===== src/rtl/picosoc_bus_pkg.sv =====
// Shared definitions for the PicoSoC bus decoder.
//   state_e    : sequencer states (IDLE, ACCESS, RESP, ERR)
//   ERR_RDATA  : read data returned on an error completion
//   idx_width  : width of a slave index for a given slave count
package picosoc_bus_pkg;

  typedef enum logic [1:0] {
    ST_IDLE   = 2'd0,
    ST_ACCESS = 2'd1,
    ST_RESP   = 2'd2,
    ST_ERR    = 2'd3
  } state_e;

  localparam logic [31:0] ERR_RDATA = 32'h0000_0000;

  // A single slave still needs a 1-bit index so the register has a legal width.
  function automatic int idx_width(input int nslv);
    return (nslv > 1) ? $clog2(nslv) : 1;
  endfunction

endpackage


===== src/rtl/picosoc_busdec_timer.sv =====
// Access watchdog counter for picosoc_busdec.
//   clk, reset : clock, synchronous active-high reset
//   clr        : reload the count with zero (has priority over en)
//   en         : count one cycle
//   expired    : the current enabled cycle is the LIMIT-th one
// The count saturates at LIMIT so it never wraps back into the window.
module picosoc_busdec_timer #(
  parameter int LIMIT = 255
) (
  input  logic clk,
  input  logic reset,
  input  logic clr,
  input  logic en,
  output logic expired
);

  localparam int CW = $clog2(LIMIT + 1);

  logic [CW-1:0] cnt_q, cnt_d;

  always_comb begin
    cnt_d = cnt_q;
    if (clr) begin
      cnt_d = '0;
    end else if (en && (cnt_q != CW'(LIMIT))) begin
      cnt_d = cnt_q + 1'b1;
    end
  end

  always_ff @(posedge clk) begin
    if (reset) cnt_q <= '0;
    else       cnt_q <= cnt_d;
  end

  assign expired = en && (cnt_q == CW'(LIMIT - 1));

endmodule


===== src/rtl/picosoc_busdec.sv =====
// N-slave bus decoder/sequencer between the PicoRV32 native memory port and
// the SoC peripherals. Each slave owns a base/mask window; the request is
// registered, forwarded to one slave, and the response registered back.
// Unmapped (and, with the watchdog, hung) accesses complete with an error
// and raise a sticky error flag with the first failing address.
//   m_*      : CPU side (valid/ready handshake, address, write data/strobes)
//   s_*      : slave side (one-hot valid, per-slave ready/rdata, broadcast
//              latched address/wdata/wstrb)
//   err_clr  : clears err_irq
//   err_irq  : sticky error level
//   err_addr : address of the first error since the last clear
// Build option: define PICOSOC_BUSDEC_TIMEOUT_EN to enable the per-access
// watchdog (TIMEOUT_CYCLES); otherwise ACCESS waits for s_ready forever.
module picosoc_busdec
  import picosoc_bus_pkg::*;
#(
  parameter int                   NSLV           = 4,
  parameter logic [32*NSLV-1:0]   SLV_BASE       = {NSLV{32'h0}},
  parameter logic [32*NSLV-1:0]   SLV_MASK       = {NSLV{32'hFFFF_FFFF}},
  parameter int                   TIMEOUT_CYCLES = 255
) (
  input  logic                 clk,
  input  logic                 reset,
  input  logic                 m_valid,
  output logic                 m_ready,
  input  logic [31:0]          m_addr,
  input  logic [31:0]          m_wdata,
  input  logic [3:0]           m_wstrb,
  output logic [31:0]          m_rdata,
  output logic [NSLV-1:0]      s_valid,
  input  logic [NSLV-1:0]      s_ready,
  input  logic [32*NSLV-1:0]   s_rdata,
  output logic [31:0]          s_addr,
  output logic [31:0]          s_wdata,
  output logic [3:0]           s_wstrb,
  input  logic                 err_clr,
  output logic                 err_irq,
  output logic [31:0]          err_addr
);

  localparam int IW = idx_width(NSLV);

  state_e        state_q, state_d;
  logic [IW-1:0] idx_q, idx_d;
  logic [31:0]   addr_q, addr_d;
  logic [31:0]   wdata_q, wdata_d;
  logic [3:0]    wstrb_q, wstrb_d;
  logic [31:0]   rdata_q, rdata_d;
  logic          err_irq_q, err_irq_d;
  logic [31:0]   err_addr_q, err_addr_d;

  logic          hit;
  logic [IW-1:0] hit_idx;
  logic          tmr_expired;

`ifdef PICOSOC_BUSDEC_TIMEOUT_EN
  // Held clear outside ACCESS, so every access starts counting from zero.
  picosoc_busdec_timer #(
    .LIMIT (TIMEOUT_CYCLES)
  ) u_timer (
    .clk     (clk),
    .reset   (reset),
    .clr     (state_q != ST_ACCESS),
    .en      (state_q == ST_ACCESS),
    .expired (tmr_expired)
  );
`else
  // Without the watchdog an access only ends on s_ready.
  logic unused_timeout;
  assign unused_timeout = (TIMEOUT_CYCLES != 0);
  assign tmr_expired    = 1'b0;
`endif

  // Address decode: the first (lowest-index) matching window wins.
  always_comb begin
    hit     = 1'b0;
    hit_idx = '0;
    for (int i = 0; i < NSLV; i++) begin
      if (!hit && ((m_addr & SLV_MASK[32*i +: 32]) == SLV_BASE[32*i +: 32])) begin
        hit     = 1'b1;
        hit_idx = IW'(i);
      end
    end
  end

  always_comb begin
    // NOTE: every value gets a default before the case, so paths that do not
    // assign it hold the register and no latch is inferred.
    state_d    = state_q;
    idx_d      = idx_q;
    addr_d     = addr_q;
    wdata_d    = wdata_q;
    wstrb_d    = wstrb_q;
    rdata_d    = rdata_q;
    err_irq_d  = err_irq_q;
    err_addr_d = err_addr_q;

    if (err_clr) err_irq_d = 1'b0;

    unique case (state_q)
      ST_IDLE: begin
        if (m_valid) begin
          idx_d   = hit_idx;
          addr_d  = m_addr;
          wdata_d = m_wdata;
          wstrb_d = m_wstrb;
          if (hit) begin
            state_d = ST_ACCESS;
          end else begin
            rdata_d = ERR_RDATA;
            state_d = ST_ERR;
          end
        end
      end
      ST_ACCESS: begin
        // Ready beats a simultaneous watchdog expiry.
        if (s_ready[idx_q]) begin
          rdata_d = s_rdata[32*idx_q +: 32];
          state_d = ST_RESP;
        end else if (tmr_expired) begin
          rdata_d = ERR_RDATA;
          state_d = ST_ERR;
        end
      end
      ST_RESP: begin
        state_d = ST_IDLE;
      end
      ST_ERR: begin
        // Setting wins over err_clr; a coincident clear also lets the new
        // address replace the old one.
        err_irq_d = 1'b1;
        if (!err_irq_q || err_clr) err_addr_d = addr_q;
        state_d = ST_IDLE;
      end
      default: state_d = ST_IDLE;
    endcase
  end

  // NOTE: sequential state uses non-blocking assignments so every flop samples
  // the pre-edge values regardless of statement order.
  always_ff @(posedge clk) begin
    if (reset) begin
      state_q    <= ST_IDLE;
      idx_q      <= '0;
      addr_q     <= '0;
      wdata_q    <= '0;
      wstrb_q    <= '0;
      rdata_q    <= '0;
      err_irq_q  <= 1'b0;
      err_addr_q <= '0;
    end else begin
      state_q    <= state_d;
      idx_q      <= idx_d;
      addr_q     <= addr_d;
      wdata_q    <= wdata_d;
      wstrb_q    <= wstrb_d;
      rdata_q    <= rdata_d;
      err_irq_q  <= err_irq_d;
      err_addr_q <= err_addr_d;
    end
  end

  always_comb begin
    s_valid = '0;
    if (state_q == ST_ACCESS) s_valid[idx_q] = 1'b1;
  end

  assign m_ready  = (state_q == ST_RESP) || (state_q == ST_ERR);
  assign m_rdata  = rdata_q;
  assign s_addr   = addr_q;
  assign s_wdata  = wdata_q;
  assign s_wstrb  = wstrb_q;
  assign err_irq  = err_irq_q;
  assign err_addr = err_addr_q;

endmodule


===== config.mk =====
export PLATFORM = sky130hd
export DESIGN_NAME = picosoc_busdec
export DESIGN_NICKNAME = d
export VERILOG_FILES = /design/src/rtl/picosoc_bus_pkg.sv /design/src/rtl/picosoc_busdec_timer.sv /design/src/rtl/picosoc_busdec.sv
export SDC_FILE = /design/constraint.sdc
export NUM_CORES = 1
export LEC_CHECK = 0
export ABC_AREA = 1
export CAP_MARGIN = 40
export CORE_AREA = 2 2 135 137
export DETAILED_ROUTE_END_ITERATION = 16
export DIE_AREA = 0 0 137 139
export PLACE_DENSITY_LB_ADDON = 0.1
export SLEW_MARGIN = 20
export SYNTH_ARGS = -nofsm -noshare
export SYNTH_HDL_FRONTEND = slang
export SYNTH_HIERARCHICAL = 1
export SYNTH_SLANG_ARGS = --single-unit

===== constraint.sdc =====
create_clock -name clk -period 1.4 [get_ports clk]
set_input_delay 0.28 -clock clk [delete_from_list [all_inputs] [get_ports clk]]
set_output_delay 0.28 -clock clk [all_outputs]
set_load 0.03 [all_outputs]

* After elaboration in Yosys (flattened, before gate mapping) *
Index checks and enable logic that the tools add are counted.

storage, ports and cells
  word-level logic and storage cells = 58
  register bits after elaboration = 137
  bits of input ports = 204

operators by class
  multiplexer cells = 22
  order comparisons = 2
  reductions and logical operators = 19
  shift operators = 1
  equality and inequality tests = 6

operator list
  cell                                                                count
  indexed part select 128 x 8 -> 32 bit                               1
  2-to-1 mux 32 bit                                                   3
  case mux 32 bit (2 select lines)                                    1
  logical NOT 32 bit                                                  1
  2-to-1 mux 2 bit                                                    5
  2-to-1 mux 1 bit                                                    9
  != test 2 bit (second input constant)                               3
  case mux 2 bit (3 select lines)                                     1
  AND reduction 2 bit                                                 3
  equality test 2 bit (second input constant)                         2
  logical AND 1 bit                                                   4
  logical NOT 1 bit                                                   4
  2-to-1 mux 4 bit                                                    1
  AND reduction 4 bit                                                 1
  nonzero test 2 bit                                                  2
  < comparator 2 x 3 -> 1 bit (second input constant)                 1
  binary-select mux 1 bit (select 2 bit)                              1
  demux 1 bit (select 2 bit)                                          1
  equality test 2 x 1 -> 1 bit (second input constant)                1
  greater-or-equal comparator 2 x 1 -> 1 bit (second input constant)  1
  logical NOT 2 bit                                                   1
  logical OR 1 bit                                                    2
  OR reduction 2 bit                                                  1

* Longest topological paths before layout *
Gate-level depths: netlist of the first run.

  depth after elaboration = 14
  mapped depth = 11

* Worst setup path before layout of the first run *
No wires, ideal clock.

  path kind = flip-flop to flip-flop
  start = reg state_q[0]
  end = reg rdata_q[14] (netlist: m_rdata[14])
  cell stages (with the launch flop) = 8
  required time = 1.336 ns
  library setup time = 0.064 ns
  setup slack = -0.007 ns
  arrival = 1.343 ns
  period minus slack after synthesis = 1.407 ns
  cells stage by stage = dfxtp_1 -> inv_2 -> nor2_8 -> buf_1 -> nand2_1 -> nand3_2 -> nand2_1 -> nor2_1

on the way
  cells in the longest elaborated chain, start to end = 3
  elaborated cells on any way between the ends = 8
  classes of those cells = 4 x eq/ne; 1 x mux; 3 x reduce/logical

RTL lines
  item                                                                         line                   text
  start: declaration                                                           picosoc_busdec.sv:43   state_e state_q, state_d;
  start signal: assignment                                                     picosoc_busdec.sv:152  state_q <= state_d;
  equality test 2 x 1 -> 1 bit / logical NOT 2 bit (equally long branches)     picosoc_busdec.sv:100  unique case (state_q)
  != test 2 bit (no source line) / nonzero test 2 bit (equally long branches)  -
  AND reduction 4 bit (no source line)                                         -
  end signal: assignment                                                       picosoc_busdec.sv:157  rdata_q <= rdata_d;
  end: declaration                                                             picosoc_busdec.sv:48   logic [31:0] rdata_q, rdata_d;

Parallel ways exist; a longest one is shown, timed or not.
A chain may end at the register's enable or synchronous reset.

* Worst setup path after layout of the first run *
  start = reg state_q[1]
  end = out s_valid[0]

on the way
  cells in the longest elaborated chain, start to end = 2

RTL lines
  item                          line                   text
  equality test 2 x 1 -> 1 bit  picosoc_busdec.sv:165  if (state_q == ST_ACCESS) s_valid[idx_q] = 1'b1;
  2-to-1 mux 4 bit              picosoc_busdec.sv:165
  end: declaration              picosoc_busdec.sv:30   output logic [NSLV-1:0] s_valid,

No other way between the ends.

==> results of run 1 <==
## power breakdown
part | leakage [nW] | total [mW] | internal [mW] | switching (mW)
sequential | 1.11 | 4.39 | 4.18 | 0.213
combinational | 3.13 | 3.12 | 1.46 | 1.67
clock | 0.269 | 4.25 | 2.64 | 1.61
total | 4.51 | 11.8 | 8.27 | 3.49
## metal layers
metal / share of wire [%] / up-vias
li1: - / 2916
met1: 43 / 2507
met2: 45 / 185
met3: 8.5 / 34
met4: 2.8 / 0
met5: 0 / -
## worst paths after layout
| kind | to | cells after the start | slack, ns |
|---|---|---|---|
| setup reg to reg | m_rdata[22] | 10 | -0.06 |
| setup / recovery | s_valid[0] | 4 | -0.08 |
| hold reg to reg | s_wdata[14] | 2 | 0.48 |
| hold / removal | s_addr[24] | 3 | 0.17 |
## cell type report
type / count / area, um^2 / area share [%]
clock inverter: 9 / 104 / 1.05
multi-input combinational: 495 / 2370 / 23.9
timing repair buffer: 352 / 3820 / 38.4
clock buffer: 21 / 450 / 4.53
tap: 229 / 287 / 2.88
sequential: 135 / 2710 / 27.3
inverter: 51 / 200 / 2.01
## cells by family (layout without fill, tap and decap cells)
logic type,count (synthesis),in the layout,synth area share (%)
buffers and inverters,100,433,9.45
AOI/OAI and AO/OA,126,126,12.6
other,1,3,0.0701
and+or+nand+nor,366,366,27.3
DFF,135,135,50.5
## flip-flops by register name, summed over array words and instances (netlist names)
register and count:
err_addr 32, m_rdata 32, s_addr 32, s_wdata 32
s_wstrb 4, state_q 2, err_irq 1
## layout by cell type, fill, tap and decap left out, drive strengths merged
cell type / count
inv: 50
conb: 3
clkdlybuf4s15: 100
clkdlybuf4s50: 73
a21oi: 25
clkinvlp: 2
buf: 144
nand2: 76
nand3: 18
o21ai: 101
clkbuf: 26
clkdlybuf4s18: 3
clkinv: 6
dlygate4sd2: 15
nor2: 272
bufinv: 2
dlymetal6s2s: 12
dfxtp: 135
## metrics by stage
step / area, um^2 / hold slack, ns / TNS [ns] / power [mW] / setup slack (ns)
2_1_floorplan: 5360 / 0.349 / 0 / 5.95 / 0.0641
3_3_place_gp: 8450 / 0.462 / -30.10 / 7.33 / -0.632
3_5_place_dp: 8450 / 0.473 / -31.58 / 7.33 / -0.634
4_1_cts: 9990 / 0.243 / -1.46 / 12.0 / -0.0936
5_1_grt: 9940 / 0.162 / -3.05 / 12.3 / -0.173
6_report: 9940 / 0.168 / -0.947 / 11.8 / -0.0782
## worst max-delay path, stage by stage (launching register included)
cell     delay, ns
dfxtp_2       0.33
buf_6         0.12
nor2_8        0.10
buf_8         0.11
buf_6         0.12
## what timing repair did
action / CTS / global route
resized for setup: 440 / 80
pin swaps: 21 / 33
hold buffers: 0 / 0
buffers inserted: 51 / 3
gates cloned: 9 / 1
setup endpoints to repair: 150 / 64
==> summary.txt, run 1 <==
Layout
  • Util after Layout: 56.3%
  • Cell Count, Final, Fillers Out: 1,292
  • Fillcell total: 1,634
  • Share of layout cells above drive strength 1: 33.4%
  • Final Net Count: 1,256
  • Antenna cells: 0
  • Area grow syn2layout: 85.7%

Run
  • Max-cap violations: 0

Drt
  • Detail-routed net length per standard cell: 13.9 um
  • Drt via density: 4.37
  • DRT antenna net count: 0
  • Drt drc: 0
  • Starting DRT DRC Count: 171
  • Drt total wl: 18,000 um
  • Vias: 5,642
  • DR pass1 iterations: 4

Global route
  • First-pass GRT wire length: 28,200 um
  • Vias in the first global route: 5,388
  • Most used routing layer in global routing: met2
  • All-Layer GR Usage: 19.0%
  • GR Util met2: 29.4%
  • Largest net degree at the start of global routing: 33
  • GR Overflow Total: 0
  • Initial antenna violation count: 0
  • Global Route met3 Usage: 7.46%
  • Met1 layer usage reported by global route: 23.6%

Pwr
  • Pwr dens: 1180 nW/um^2
  • Worst vdd ir: 0.818 mV
  • Leak: 4.51 nW

Synthesis
  • Most frequent cell after synthesis: nor2_1
  • Sequential fraction of the synthesis area: 50.5%
  • Synth unique cells: 23
  • Share of synthesized registers carrying an async set or reset: 0%
  • #FFs+latches synth: 135
  • Leading post-synthesis cells by cell area: dfxtp_1 51%, nor2_1 19%, o21ai_0 8.9%
  • Post-synth EDFFs: 0
  • Syn Std Cell Area: 5350 um^2
  • Share of the synthesized area in the top cell type: 50.5%
  • Post-synth top area cell: dfxtp_1
  • Avg Synthesized Cell Area: 7.35 um^2
  • Top cells by count, synth: 271 x nor2_1, 135 x dfxtp_1, 95 x o21ai_0, 74 x nand2_1, 48 x inv_1
  • Post-Syn Instances: 728
  • Ys Warns: 6
  • Main synth FF type: dfxtp_1

Timing
  • Fmax: 0.677 GHz
  • Setup violators final: 21
  • Final Hold Viols: 0
  • Final setup skew: 0.00668 ns
  • Setup WS post-layout: -0.0782 ns
  • RSZ-0062 raised after global routing: true
  • Max-slew violation count: 0
  • Fin crit share: 106%
  • Fin crit period: 1.48 ns

Setup path
  • CP arrival: 1.20 ns
  • CP endpoint kind: primary output
  • Required time of the worst setup path: 1.12 ns
  • Startpoint types: flop
  • FF-to-FF Start: state_q[1]
  • Crit-path max FO: 3
  • Setup crit start: state_q[1]
  • Critical path class: reg -> out

Min path
  • Worst min path class: in -> reg
  • Critical hold path startpoint: m_addr[24]

Clock network
  • Clock transition at the registers of the reported paths: 0.05 ns
  • CTS tree: yes
  • Root Buffer: clkbuf_16
  • CTS Sinks: 135
  • CTS Buffer Depth: 2
  • Skew-Pair Late Insertion Delay: 0.41 ns
  • Cts bufs inserted: 17
  • H-tree depth: 4

Placed design
  • I/O Buffers: 239
  • Placer congestion estimate: 0.742
  • Post-DP HPWL: 11,500 um
  • Total placed cells including tap cells: 1,206

Floorplanning
  • Die area: 19,000 um^2
  • Die H: 139 um
  • Core area: 17,700 um^2
  • Die X: 137 um
  • Row count: 49
  • Initial core utilization: 30.3%
  • IO Pins: 342

Status
  • Status: finished with violations
  • Failing checks: setup timing
Note: power is estimated with default switching activity, not from simulation.
==> inputs of run 2 (changes only) <==
--- a/config.mk
+++ b/config.mk
@@ -14,5 +14,4 @@
 export SLEW_MARGIN = 20
 export SYNTH_ARGS = -nofsm -noshare
 export SYNTH_HDL_FRONTEND = slang
-export SYNTH_HIERARCHICAL = 1
 export SYNTH_SLANG_ARGS = --single-unit
==> results of run 2 <==
The final DEF is identical to that of run 1; final timing and power are the same.
Main changes from that run: Yosys warning count 6 -> 0
